File: src/rtl/mul_seq_ctrl.sv
// -----------------------------------------------------------------------------
// mul_seq_ctrl
//   Moore controller for a 16-bit repeated-addition multiplier datapath
//   (A register, P accumulator, B down-counter, adder, B==0 compare).
//   The product is formed by adding A into P once per decrement of B until
//   B reaches zero. The host uses a four-phase start/done handshake.
//
// Handshake: the host raises start (level) and holds it. The controller
//   loads A (op_sel=0) then B (op_sel=1), iterates, and raises done.
//   done stays high while start stays high. When start drops, the
//   controller returns to IDLE on the next cycle. start changes while busy
//   are ignored.
//
// Optional feature (macro MUL_TIMEOUT_EN):
//   If iter_cnt reaches MAX_ITER in CHECK with B still non-zero, the
//   controller aborts to DONE with err=1. Without the macro, err is a
//   constant 0 and the loop runs until eqz=1.
//
// Ports:
//   clk       in   rising-edge clock
//   rst       in   asynchronous reset, active-high
//   start     in   host request (level)
//   eqz       in   datapath B counter == 0
//   lda       out  load A from data_in
//   ldb       out  load B counter from data_in
//   clrp      out  clear P accumulator
//   ldp       out  P <= P + A
//   decb      out  B <= B - 1
//   op_sel    out  0: host presents A on data_in, 1: host presents B
//   busy      out  high in every state except IDLE and DONE
//   done      out  product valid in P
//   err       out  timeout abort flag
//   iter_cnt  out  number of ACC cycles in the current operation
//   state_dbg out  current FSM state encoding (debug visibility)
// -----------------------------------------------------------------------------
module mul_seq_ctrl #(
   parameter int                CNT_W    = 16,
   // Default is the all-ones value of the counter (16'hFFFF at CNT_W=16).
   parameter logic [CNT_W-1:0]  MAX_ITER = {CNT_W{1'b1}}
) (
   input  logic             clk,
   input  logic             rst,
   input  logic             start,
   input  logic             eqz,
   output logic             lda,
   output logic             ldb,
   output logic             clrp,
   output logic             ldp,
   output logic             decb,
   output logic             op_sel,
   output logic             busy,
   output logic             done,
   output logic             err,
   output logic [CNT_W-1:0] iter_cnt,
   output logic [2:0]       state_dbg
);

   typedef enum logic [2:0] {
      IDLE   = 3'd0,
      LOAD_A = 3'd1,
      LOAD_B = 3'd2,
      CHECK  = 3'd3,
      ACC    = 3'd4,
      DONE   = 3'd5
   } state_t;

   state_t state, state_next;

`ifdef MUL_TIMEOUT_EN
   localparam logic TIMEOUT_EN = 1'b1;
`else
   localparam logic TIMEOUT_EN = 1'b0;
`endif

   // Abort condition, only meaningful in CHECK when B is still non-zero.
   logic timeout_hit;
   assign timeout_hit = TIMEOUT_EN && (iter_cnt == MAX_ITER);

   // State register
   always_ff @(posedge clk or posedge rst) begin
      if (rst) state <= IDLE;
      else     state <= state_next;
   end

   // Next-state and Moore output decode
   always_comb begin
      state_next = state;
      lda        = 1'b0;
      ldb        = 1'b0;
      clrp       = 1'b0;
      ldp        = 1'b0;
      decb       = 1'b0;
      op_sel     = 1'b0;
      busy       = 1'b0;
      done       = 1'b0;
      case (state)
         IDLE: begin
            if (start) state_next = LOAD_A;
         end
         LOAD_A: begin
            lda        = 1'b1;
            busy       = 1'b1;
            state_next = LOAD_B;
         end
         LOAD_B: begin
            ldb        = 1'b1;
            clrp       = 1'b1;
            op_sel     = 1'b1;
            busy       = 1'b1;
            state_next = CHECK;
         end
         CHECK: begin
            busy   = 1'b1;
            op_sel = 1'b1;
            // eqz has priority: a finished count never reports a timeout.
            if (eqz)              state_next = DONE;
            else if (timeout_hit) state_next = DONE;
            else                  state_next = ACC;
         end
         ACC: begin
            ldp        = 1'b1;
            decb       = 1'b1;
            busy       = 1'b1;
            state_next = CHECK;
         end
         DONE: begin
            done = 1'b1;
            // Wait for the host to drop start before accepting a new request.
            if (!start) state_next = IDLE;
         end
         default: state_next = IDLE;
      endcase
   end

   // Iteration counter: cleared when a new operation loads A, wraps naturally.
   always_ff @(posedge clk or posedge rst) begin
      if (rst) begin
         iter_cnt <= '0;
      end else if (state == LOAD_A) begin
         iter_cnt <= '0;
      end else if (state == ACC) begin
         iter_cnt <= iter_cnt + 1'b1;
      end
   end

`ifdef MUL_TIMEOUT_EN
   logic err_q;
   // err is held through DONE and cleared by the next LOAD_A.
   always_ff @(posedge clk or posedge rst) begin
      if (rst) begin
         err_q <= 1'b0;
      end else if (state == LOAD_A) begin
         err_q <= 1'b0;
      end else if (state == CHECK && !eqz && timeout_hit) begin
         err_q <= 1'b1;
      end
   end
   assign err = err_q;
`else
   assign err = 1'b0;
`endif

   assign state_dbg = state;

endmodule

File: config.mk
export PLATFORM = sky130hd
export DESIGN_NAME = mul_seq_ctrl
export DESIGN_NICKNAME = d
export VERILOG_FILES = /design/src/rtl/mul_seq_ctrl.sv
export SDC_FILE = /design/constraint.sdc
export NUM_CORES = 1
export LEC_CHECK = 0
export ABC_CLOCK_PERIOD_IN_PS = 2550
export BUFFER_PORTS_ARGS = -buffer_cell sky130_fd_sc_hd__buf_4
export CORE_AREA = 2 2 47 49
export CTS_BUF_LIST = sky130_fd_sc_hd__clkbuf_4
export CTS_CLUSTER_SIZE = 8
export DETAILED_ROUTE_END_ITERATION = 7
export DIE_AREA = 0 0 49 51
export PLACE_DENSITY = 0.82
export SYNTH_ARGS = -nofsm -noshare
export SYNTH_HDL_FRONTEND = slang
export SYNTH_SLANG_ARGS = --single-unit
File: constraint.sdc
create_clock -name clk -period 2.55 [get_ports clk]
set_input_delay 0 -clock clk [delete_from_list [all_inputs] [get_ports clk]]
set_output_delay 0 -clock clk [all_outputs]
set_load 0.02 [all_outputs]
# --- After elaboration in Yosys (flattened, before gate mapping) ---
# Cells that the tools add are included.
word_totals:
  ff_bits: 19
  latchBits: 0
  mem_bits_rw: 0
  mem_bits_ro: 0
  input_bits: 4
  elab_cells: 28
  mem_count: 0
op_classes:
  n_addsub: 1
  n_mul: 0
  div: 0
  order_cmp: 0
  n_eq_ne: 7
  shift: 0
  n_mux: 12
  n_bitwise: 0
  n_reduce_logical: 6
ops:
  columns: ["operator", "count"]
  rows:
  - ["16-bit two-way mux", 2]
  - ["16-bit by 1-bit adder with 16-bit output (second input constant)", 1]
  - ["3-bit case mux with 5 select lines", 1]
  - ["1-bit two-way mux", 7]
  - ["3-bit by 2-bit equality test with 1-bit output (second input constant)", 2]
  - ["3-bit equality test (second input constant)", 2]
  - ["3-bit two-way mux", 2]
  - ["2-bit != test (second input constant)", 2]
  - ["2-bit OR reduction", 2]
  - ["4-bit OR reduction", 1]
  - ["3-bit by 1-bit equality test with 1-bit output (second input constant)", 1]
  - ["3-bit zero test", 1]
  - ["2-bit AND reduction", 1]
  - ["2-bit nonzero test", 1]

# --- Depth between registers and ports, before layout ---
logic_depth:
  word_depth: 3
  ltp_mapped: 6

# --- Least setup slack after synthesis ---
# Ideal clock, no wire load.
synth_path:
  path_type: "flip-flop to flip-flop"
  start: "reg iter_cnt[0]"
  end: "reg iter_cnt[10]"
  arrival_ns: 1.612
  required_ns: 2.413
  path_slack_ns: 0.801
  path_stages_with_launch: 7
  period_less_slack_ns: 1.749
  path_cell_list: "dfrtp_1 -> ha_1 -> nand4_2 -> or3_1 -> buf_6 -> o311ai_4 -> o41ai_2"
synth_via:
  elab_chain_len: 3
synth_rtl:
  columns: ["item", "line", "rtl"]
  rows:
  - ["from (decl)", "54", "output logic [CNT_W-1:0] iter_cnt,"]
  - ["from (signal assigned)", "142", "iter_cnt <= iter_cnt + 1'b1;"]
  - ["16-bit by 1-bit adder with 16-bit output", "142", null]
  - ["16-bit two-way mux", "141", "end else if (state == ACC) begin"]
  - ["16-bit two-way mux", "139", "end else if (state == LOAD_A) begin"]
# Every way passes these cells. The select of a mux whose other input is x is not followed.
# A chain may end at the register's enable or synchronous reset.

# --- Final worst setup path ---
# Ends and elaborated chain as after synthesis.

==> results.tsv <==
metric	value	unit
Clock Path Buffers	2	
CTS root buf	clkbuf_4	
routed len/inst	12.9	um
YS warnings	0	
CP Max Fanout	6	
Worst-path clk slew	0.11	ns
critical path capture point type	flip-flop	
final wirelength	2.07	mm
GRT Resource Usage Total	18.7	%
Max Cap Viol	0	
CP max stage delay	0.46	ns
CTS tree	done	
number of global-route vias before repair	819	
Mapped Cells	105	
# nets final	138	
Cell variety after synth	35	
Setup TNS	0	ns
fin crit period	1.74	ns
worst skew pair latency	0.29	ns
# DRC	0	
# IOs	32	
critical path's slowest cell	or3_1	
Final HPWL DP	1.48	mm
fin. max-slew vios	0	
worst clock skew	0.00169	ns
RSZ-0062 raised after global routing	no	
Post-CTS Resized	0	
syn_area_per_cell	10.3	um^2
clk sinks	19	
crit path DAT	1.92	ns
CTS Buf Count	3	
row count	17	
worst vdd ir	0.000667	V
depth of the CTS H-tree	1	
largest net degree at the start of global routing	20	
die area	0.00250	mm^2
first-pass iteration count of the detailed router	4	
GR Overflow Total	0	
Pwr Density	863	mW/mm^2
Cell Chain, Critical Path	ha_1 > nand4_2 > or3_1 > o311ai_4 > o41ai_2	
GPL Wtd Cong	0.756	
Post-Syn Area	0.00108	mm^2
Fill cells	177	
worst slew pin tran	0.720	ns
post-CTS setup buffer count	0	
Syn Nets	110	
first-pass GRT wire length	3.61	mm
Die Ht	51	um
Hold Path Class	input pin to flip-flop	
#FFs+latches synth	19	
endpoints failing hold	0	
1st-iter DRT viols	6	
Vias/cell	5.12	
Initial Util	52.3	%
critical path class	flip-flop to flip-flop	
ANT cells	0	
CP required	2.73	ns
vias	819	
Slew headroom	51.9	%
status	finished clean	
P_leak	0.000725	uW
final setup violation count	0	
Port Buffers	30	
initial antenna violation count	0	
most frequent cells in the layout	buf_4 (30), dfrtp_1 (19), nand2_1 (18)	
Layout area overhead	21.9	%
final total power	1140	uW
placeable core region	0.00206	mm^2
commonest non-fill, non-tap cell in the layout	buf_4	
Seq/Total Area, Yosys	44.0	%
antenna-violating nets left	0	
hold path depth	5	
CP Launch Type	flip-flop	
fmax	576	MHz
layout cells sized above 1	34.1	%
fin crit share	68.1	%
Die X-Extent	49	um
worst reg2reg path depth	5	
==> metrics by stage <==
step	std cells	worst slack, ns	hold WS [ns]	util (%)	instance area [um^2]
2_1_floorplan	105	0.801	-0.0489	-	1080
3_3_place_gp	154	0.889	0.167	61.4	1270
3_5_place_dp	154	0.827	0.163	61.4	1270
4_1_cts	160	0.807	0.0497	63.8	1320
5_1_grt	160	0.687	0.109	63.8	1320
6_report	160	0.814	0.0546	63.8	1320
==> report_power, final <==
| part | switching [uW] | internal [uW] | total, uW |
|---|---|---|---|
| clock network | 94.2 | 71.5 | 166 |
| registers | 98.3 | 342 | 440 |
| logic | 291 | 239 | 530 |
| total | 483 | 653 | 1140 |
==> synthesized netlist by cell type <==
master,number,share of area [%]
buf_6,3,3.1
nand2_1,18,6.3
o21ai_0,4,1.9
buf_2,2,0.93
conb_1,1,0.35
ha_1,1,1.2
inv_2,1,0.35
a21boi_0,1,0.70
nor3_1,1,0.46
dfrtp_1,19,44
mux2_2,2,2.1
a21oi_1,1,0.46
nand4_1,1,0.58
buf_4,4,2.8
nand3_1,7,3.2
nand2b_1,1,0.58
and3b_1,1,0.81
nor3b_4,1,1.7
or3b_4,1,1.0
o41ai_2,1,1.5
a22o_1,1,0.81
o211ai_1,1,0.70
and2_1,1,0.58
inv_1,4,1.4
o31ai_1,1,0.70
nor2_1,5,1.7
nor3_2,1,0.93
xor2_1,2,1.6
mux2i_1,9,8.3
and3_1,2,1.2
nand4_2,3,3.5
nand3b_1,1,0.70
or3_1,1,0.58
xnor2_1,1,0.81
o311ai_4,1,2.4
==> state kept, by name, summed over array words and instances, names as in the netlist <==
signal,count
iter_cnt,16
state_dbg,3
==> kinds of logic (layout without fill, tap and decap cells) <==
family                   count (synthesis)  after routing  share of synthesized area (%)
AND/OR/NAND/NOR                         45             45                           23.9
flip-flops                              19             19                           44.0
buffers and inverters                   14             41                           8.57
AO/OA/AOI/OAI                           11             11                           9.16
multiplexers                            11             11                           10.4
XOR/XNOR                                 3              3                           2.43
adder cells (fa/ha/maj)                  1              1                           1.16
other                                    1              1                          0.347
==> worst paths after layout <==
check	from	endpoint	slack, ns
max reg2reg	iter_cnt[0]	iter_cnt[10]	0.81
min in group asynchronous	rst	iter_cnt[6]	0.37
max	iter_cnt[0]	iter_cnt[10]	0.81
min reg2reg	iter_cnt[15]	iter_cnt[15]	0.50
min	eqz	state_dbg[0]	0.05
max in group asynchronous	rst	iter_cnt[14]	1.73
==> worst max-delay path: cells and delay by family, from the launching register on <==
kind            cells  cell delay [ns]
simple gates        2             0.57
compound gates      2             0.44
flops               1             0.41
fa+ha+maj           1             0.20
==> layer usage <==
layer | up-vias | routed length (um) | GRT usage, %
met3 | 2 | 57 | 1.75
met2 | 20 | 1050 | 32.2
li1 | 412 | - | -
met5 | - | 0 | 0
met1 | 385 | 941 | 24.0
met4 | 0 | 17 | 9.05
==> area by class of cell <==
| cell class | instances | area [um^2] | area share (%) |
|---|---|---|---|
| well taps | 28 | 35.0 | 2.66 |
| inverters | 5 | 18.8 | 1.43 |
| flip-flops and latches | 19 | 475 | 36.1 |
| repair buffers | 32 | 245 | 18.6 |
| clock buffers | 4 | 30.0 | 2.28 |
| multi-input cells | 72 | 512 | 38.9 |
==> repair_timing <==
action	CTS	global route
endpoints found under the hold margin	20	0
setup endpoints to repair	0	0
hold buffers	2	0
No activity file was read; power rests on OpenSTA's default activity.
